===== config.mk =====
export PLATFORM = sky130hd
export DESIGN_NAME = tcb_img_loader
export DESIGN_NICKNAME = d
export VERILOG_FILES = /design/src/rtl/tcb_img_loader.sv
export SDC_FILE = /design/constraint.sdc
export NUM_CORES = 2
export LEC_CHECK = 0
export CORE_AREA = 3 3 413 415
export CTS_CLUSTER_DIAMETER = 200
export CTS_CLUSTER_SIZE = 10
export DETAILED_ROUTE_END_ITERATION = 16
export DIE_AREA = 0 0 416 418
export PLACE_DENSITY = 0.62
export SLEW_MARGIN = 20
export SYNTH_ARGS = -nofsm -noshare
export SYNTH_HDL_FRONTEND = slang
export SYNTH_SLANG_ARGS = --single-unit

===== constraint.sdc =====
create_clock -name clk -period 8.8 [get_ports clk]
set_input_delay 1.32 -clock clk [delete_from_list [all_inputs] [get_ports clk]]
set_output_delay 1.32 -clock clk [all_outputs]
set_load 0.02 [all_outputs]

===== src/rtl/tcb_img_loader.sv =====
// Purpose : packs a serial 8-bit pixel stream into the 121-pixel image bus and starts the network once per frame.
// Latency : last pixel accepted at edge N -> img_source loaded at edge N+1, valid_top high in the following cycle.
// Backpr. : pix_ready drops while a complete frame waits for the network; it rises again the cycle after issue.
//
// Ports:
//   clk, rst            clock; synchronous active-low reset
//   pix_data/valid/last upstream pixel stream (valid/ready), pix_last marks the final pixel
//   pix_ready           loader can take a pixel this cycle
//   img_source          packed image, pixel k at [k*PW +: PW]
//   valid_top           one-cycle network start pulse
//   ready_top, number   network done pulse and its prediction
//   result/result_valid last captured prediction and its update pulse
//   frame_err           sticky short/long frame flag
module tcb_img_loader #(
  parameter int NPIX = 121,
  parameter int PW   = 8,
  parameter int CW   = 7
) (
  input  logic                 clk,
  input  logic                 rst,
  input  logic [PW-1:0]        pix_data,
  input  logic                 pix_valid,
  input  logic                 pix_last,
  output logic                 pix_ready,
  output logic [NPIX*PW-1:0]   img_source,
  output logic                 valid_top,
  input  logic                 ready_top,
  input  logic [31:0]          number,
  output logic [31:0]          result,
  output logic                 result_valid,
  output logic                 frame_err
);

  typedef enum logic {FILL, FULL} state_t;

  localparam logic [CW-1:0] LAST_IDX = CW'(NPIX - 1);

  state_t              state, state_nxt;
  logic [CW-1:0]       cnt, cnt_nxt;
  logic [NPIX*PW-1:0]  fill_buf;
  logic                busy;
  logic                accept;
  logic                issue;
  logic                err_set;

  assign pix_ready = (state == FILL);
  assign accept    = pix_valid && pix_ready;

  // State and pixel counter.
  always_ff @(posedge clk) begin
    if (!rst) begin
      state <= FILL;
      cnt   <= '0;
    end else begin
      state <= state_nxt;
      cnt   <= cnt_nxt;
    end
  end

  always_comb begin
    state_nxt = state;
    cnt_nxt   = cnt;
    issue     = 1'b0;
    err_set   = 1'b0;
    case (state)
      FILL: begin
        if (accept) begin
          if (cnt == LAST_IDX) begin
            // Frame-length boundary: either a clean end or a long frame.
            cnt_nxt = '0;
            if (pix_last) begin
              state_nxt = FULL;
            end else begin
              err_set = 1'b1;
            end
          end else if (pix_last) begin
            // Short frame: drop it and restart at slot 0.
            err_set = 1'b1;
            cnt_nxt = '0;
          end else begin
            cnt_nxt = cnt + 1'b1;
          end
        end
      end
      FULL: begin
        // A done pulse frees the network in the same cycle, so the next
        // frame can be issued without waiting for busy to clear.
        if (!busy || ready_top) begin
          issue     = 1'b1;
          state_nxt = FILL;
          cnt_nxt   = '0;
        end
      end
      default: begin
        state_nxt = FILL;
        cnt_nxt   = '0;
      end
    endcase
  end

  // Datapath: fill buffer, issue buffer, result capture and status flags.
  always_ff @(posedge clk) begin
    if (!rst) begin
      fill_buf     <= '0;
      img_source   <= '0;
      valid_top    <= 1'b0;
      busy         <= 1'b0;
      result       <= '0;
      result_valid <= 1'b0;
      frame_err    <= 1'b0;
    end else begin
      if (accept) begin
        fill_buf[cnt*PW +: PW] <= pix_data;
      end

      valid_top <= issue;
      if (issue) begin
        img_source <= fill_buf;
      end

      // ready_top is only meaningful while an inference is outstanding.
      result_valid <= ready_top && busy;
      if (ready_top && busy) begin
        result <= number;
      end

      if (issue) begin
        busy <= 1'b1;
      end else if (ready_top) begin
        busy <= 1'b0;
      end

      if (err_set) begin
        frame_err <= 1'b1;
      end
    end
  end

endmodule


# After elaboration in Yosys (flattened, before gate mapping)
# Index checks and enable logic that the tools add are counted.
[classes]
shifts = 2
n_mul = 0
n_eq_ne = 3
magnitude_cmp = 0
div_mod_pow = 0
bitwise = 1
n_addsub = 2
reduce_logical = 6
mux = 19
[op_table]
columns = ["operator", "count"]
rows = [
  ["$bwmux 968", 1],
  ["$shift 8x34->968 const A", 1],
  ["$shiftx 8x34->968", 1],
  ["$neg 10->34", 1],
  ["$mux 7", 4],
  ["$pmux 7 s2", 1],
  ["$mux 1", 12],
  ["$add 7x1->7 const B", 1],
  ["$eq 7x7->1 const B", 1],
  ["$ne 2x1->1 const B", 2],
  ["$logic_and 1x1->1", 2],
  ["$pmux 1 s2", 1],
  ["$reduce_and 2->1", 1],
  ["$reduce_bool 2->1", 1],
  ["$logic_not 1->1", 1],
  ["$logic_or 1x1->1", 1],
  ["$not 1->1", 1],
]
[totals]
in_bits = 45
latch_bits = 0
register_bits = 1980
mem_bits_rw = 0
romBits = 0
out_inout_bits = 1004
memories = 0

# Longest topological paths before layout
[depth]
ltp_word = 5
depth_mapped = 16
depth_no_buf = 10

# Worst setup path before layout
# OpenSTA, ideal clock, no wires.
[synth_path]
path_type = "register -> register"
start = "register cnt[0]"
end = "register fill_buf[406]"
path_stages_with_launch = 17
arrival_time_ps = 3136
synth_period_minus_slack_ps = 3252
t_required_ps = 8684
setup_ps = 116
path_slack_ps = 5548
path_cell_list = "dfxtp_1 > buf_2 > buf_2 > inv_1 > ha_1 > buf_2 > inv_1 > nor2_1 > ha_1 > and3b_1 > clkbuf_1 > o211ai_1 > nand2_1 > buf_2 > buf_2 > nand3_1 > a31o_2"
[synth_between]
elab_chain_len = 3
word_cells_on_any_way = 4
[synth_lines]
columns = ["item", "line", "source"]
rows = [
  ["from (decl)", "39", "logic [CW-1:0] cnt, cnt_nxt;"],
  ["from (signal assigned)", "56", "cnt <= cnt_nxt;"],
  ["$neg 10->34 *", "113", "fill_buf[cnt*PW +: PW] <= pix_data;"],
  ["$shiftx 8x34->968 / $shift 8x34->968 (equally long branches)", "113", ""],
  ["$bwmux 968 *", "113", ""],
  ["to (signal, indexed assignment)", "113", ""],
  ["to (decl)", "40", "logic [NPIX*PW-1:0] fill_buf;"],
]
# Mark *: on every way between the ends. The rest lies on a longest branch, timed or not.
# A chain may end at the register's enable or synchronous reset.

# Final worst setup path
[layout_path]
start = "register cnt[0]"
end = "register fill_buf[875]"
# Same word-level chain as after synthesis.

==> results.py <==
metrics = {
    "outcome": {
        "outcome": "complete, no violations",
    },
    "clocking": {
        "postCtsHoldBufs": 0,
        "cts_tree": "done",
        "cts_max_level": 4,
        "clk_latency_ns": 0.89,
        "cts_resized": 0,
        "cts.sinks": 1980,
        "cts_buffers": 215,
        "cts-root-buf": "clkbuf_16",
        "postCtsSetupBuffers": 0,
        "cts.reportedPaths.clkPinSlew_ns": 0.06,
        "clk_path_buf_depth": 3,
    },
    "sta": {
        "finClkSkew_ns": 0.0564,
        "min_period_ns": 4.56,
        "slew_violations": 0,
        "setup_viol": 0,
        "rsz0062_at_grt": "no",
        "clock.fmax_mhz": 219,
        "hold_violations": 0,
        "setup_tns_ns": 0,
        "maxSlewHeadroom_pct": 19.0,
        "worst_slew_pin_slew_ns": 1.21,
        "fin_crit_sh_pct": 51.8,
    },
    "floorplanning": {
        "die_h_um": 418,
        "coreArea_um2": 167000,
        "rows": 150,
        "initial_core_util_pct": 40.8,
        "boundaryPins": 1049,
        "dieArea_um2": 174000,
        "die_w_um": 416,
    },
    "global_route": {
        "grt_pass1_wl_mm": 384,
        "antenna_found_initial": 9,
        "grt_max_degree": 194,
        "grt_pass1_vias": 50600,
        "track_usage_pct": 30.4,
        "grt_overflow_total": 0,
    },
    "synthesis": {
        "synthSimpleGateAreaFrac_pct": 11.1,
        "syn_area_um2": 68100,
        "synth-xor-area-share_pct": 0.0734,
        "synth_seq_area_share_pct": 58.2,
        "synth_seq_cells": 1980,
        "synthCells": 6206,
        "synth-edff-count": 0,
        "synth_ff_type": "dfxtp_1",
        "syn_avg_cell_area_um2": 11.0,
        "muxShareOfSynthArea_pct": 12.9,
        "synth_nets": 6255,
        "synthAdderAreaFrac_pct": 0.0734,
        "synth_top_family_by_area": "compound AO/OA/AOI/OAI gates",
        "yosys_warnings": 0,
        "async_flop_share_pct": 0,
        "synth_cell_types": 77,
        "synth_compound_area_share_pct": 14.7,
    },
    "routing": {
        "dr.first_iter.drc_count": 4510,
        "drt.antenna.violating_nets": 0,
        "drt-pass1-iter-count": 6,
        "drt-wirelength-per-cell_um": 29.7,
        "route.detailed.drc": 0,
        "vias_per_cell": 5.67,
        "vias": 52500,
        "drt-total-wl_mm": 276,
    },
    "hold_path": {
        "holdCritPathClass": "flop to flop",
    },
    "pwr": {
        "switching_share_pct": 23.0,
        "clockPowerShare_pct": 45.4,
        "combPwrFrac_pct": 2.9,
        "p_sw_uw": 3980,
        "p_leak_uw": 0.0318,
        "power_frac_seq_pct": 51.7,
        "ir_worst_vdd_v": 0.000209,
        "p_int_uw": 13400,
        "powerDensity_nw_per_um2": 202,
    },
    "layout": {
        "layout_commonest_cell": "dfxtp_1",
        "drive_gt1_share_pct": 6.81,
        "stdcell_count": 9272,
        "area_growth_pct": 26.3,
        "mostFrequentLayoutCells": "1980 x dfxtp_1, 1104 x nand2_1, 1039 x clkdlybuf4s50_1",
        "nets": 7101,
    },
    "placed_design": {
        "gp_congestion": 0.875,
        "port_buffers": 1048,
        "dp.cells": 9039,
        "dp_hpwl_mm": 191,
    },
    "critical_path": {
        "cp-start-kind": "flop",
        "worstSetupPathType": "flop to flop",
        "worstPathArrival_ns": 5.31,
        "worstSetupEndpointType": "flop",
        "worstPathRequired_ns": 9.55,
        "cp_max_fo": 18,
    },
    "run": {
        "drv_cap": 0,
    },
}
==> layout make-up <==
type | count | area (um2)
antenna | 3 | 7.51
clock buffer | 217 | 5430
clock inverter | 13 | 292
fill | 14800 | 81000
inverter | 8 | 31.3
multi-input combinational | 3711 | 26700
sequential | 1980 | 39600
tap | 2204 | 2760
timing repair buffer | 1136 | 11200
==> metal layers <==
metal	share of wire, %	global-route usage, %
met1	40	36.7
met2	47	49.3
met3	7.2	7.49
met4	6.3	17.4
met5	0.0047	0
==> cells by family after synthesis <==
family | after synthesis
compound gates | 1205
mux | 880
fa+ha+maj | 4
simple gates | 1618
buf+inv | 515
flops | 1980
xor+xnor | 4
==> cells in the mapped netlist (all sizes together), types with 22 or more instances <==
master / instances / area share (%)
nand4: 63 / 0.60
mux2i: 880 / 13
clkbuf: 432 / 2.4
dfxtp: 1980 / 58
o211ai: 44 / 0.48
nor2: 86 / 0.91
o21ai: 80 / 0.63
and2: 22 / 0.20
nor3: 37 / 0.65
buf: 75 / 0.55
nand2: 1109 / 6.1
a21oi: 58 / 0.43
a22o: 968 / 12
nand3: 237 / 2.0
==> power by group through the flow <==
stage               Combinational (uW)  Clock [uW]  Sequential [uW]
detailed placement                 500           0             9170
global placement                   500           0             9170
finish                             507        7880             8970
global route                       519        8350             8970
floorplan                          263           0             9170
CTS                                501        8010             8970
==> stage by stage <==
stage          power, uW  util (%)  hold WS, ns  area (um2)  setup WS (ns)
2_1_floorplan       9430         -        0.428       68100           5.55
3_3_place_gp        9670      48.1        0.438       80300           4.18
3_5_place_dp        9670      48.1        0.442       80300           4.15
4_1_cts            17500      51.5        0.437       86000           4.24
5_1_grt            17800      51.5        0.457       86000           4.05
6_report           17400      51.5        0.433       86100           4.24
==> registers in the layout, summed over array words and instances (netlist names) <==
signal and count:
fill_buf 968, img_source 968, result 32, cnt 7, busy 1, frame_err 1, result_valid 1, state 1
valid_top 1
==> worst max-delay path: stages, from the launching register on <==
cell	delay, ns
dfxtp_1	0.72
inv_1	0.10
ha_1	0.36
inv_1	0.17
nor2_1	0.07
ha_1	0.29
a31oi_2	0.79
nand3_1	0.95
nor2_4	0.72
mux2i_1	0.26
==> path summary, 6_finish.rpt <==
kind                      start         endpoint  slack [ns]  cells after the start
setup / recovery         cnt[0]    fill_buf[875]        4.24                      9
hold / removal    fill_buf[293]  img_source[293]        0.43                      1
setup reg to reg         cnt[0]    fill_buf[875]        4.24                      9
hold reg to reg   fill_buf[293]  img_source[293]        0.43                      1
Note: power is estimated with default switching activity, not from simulation.
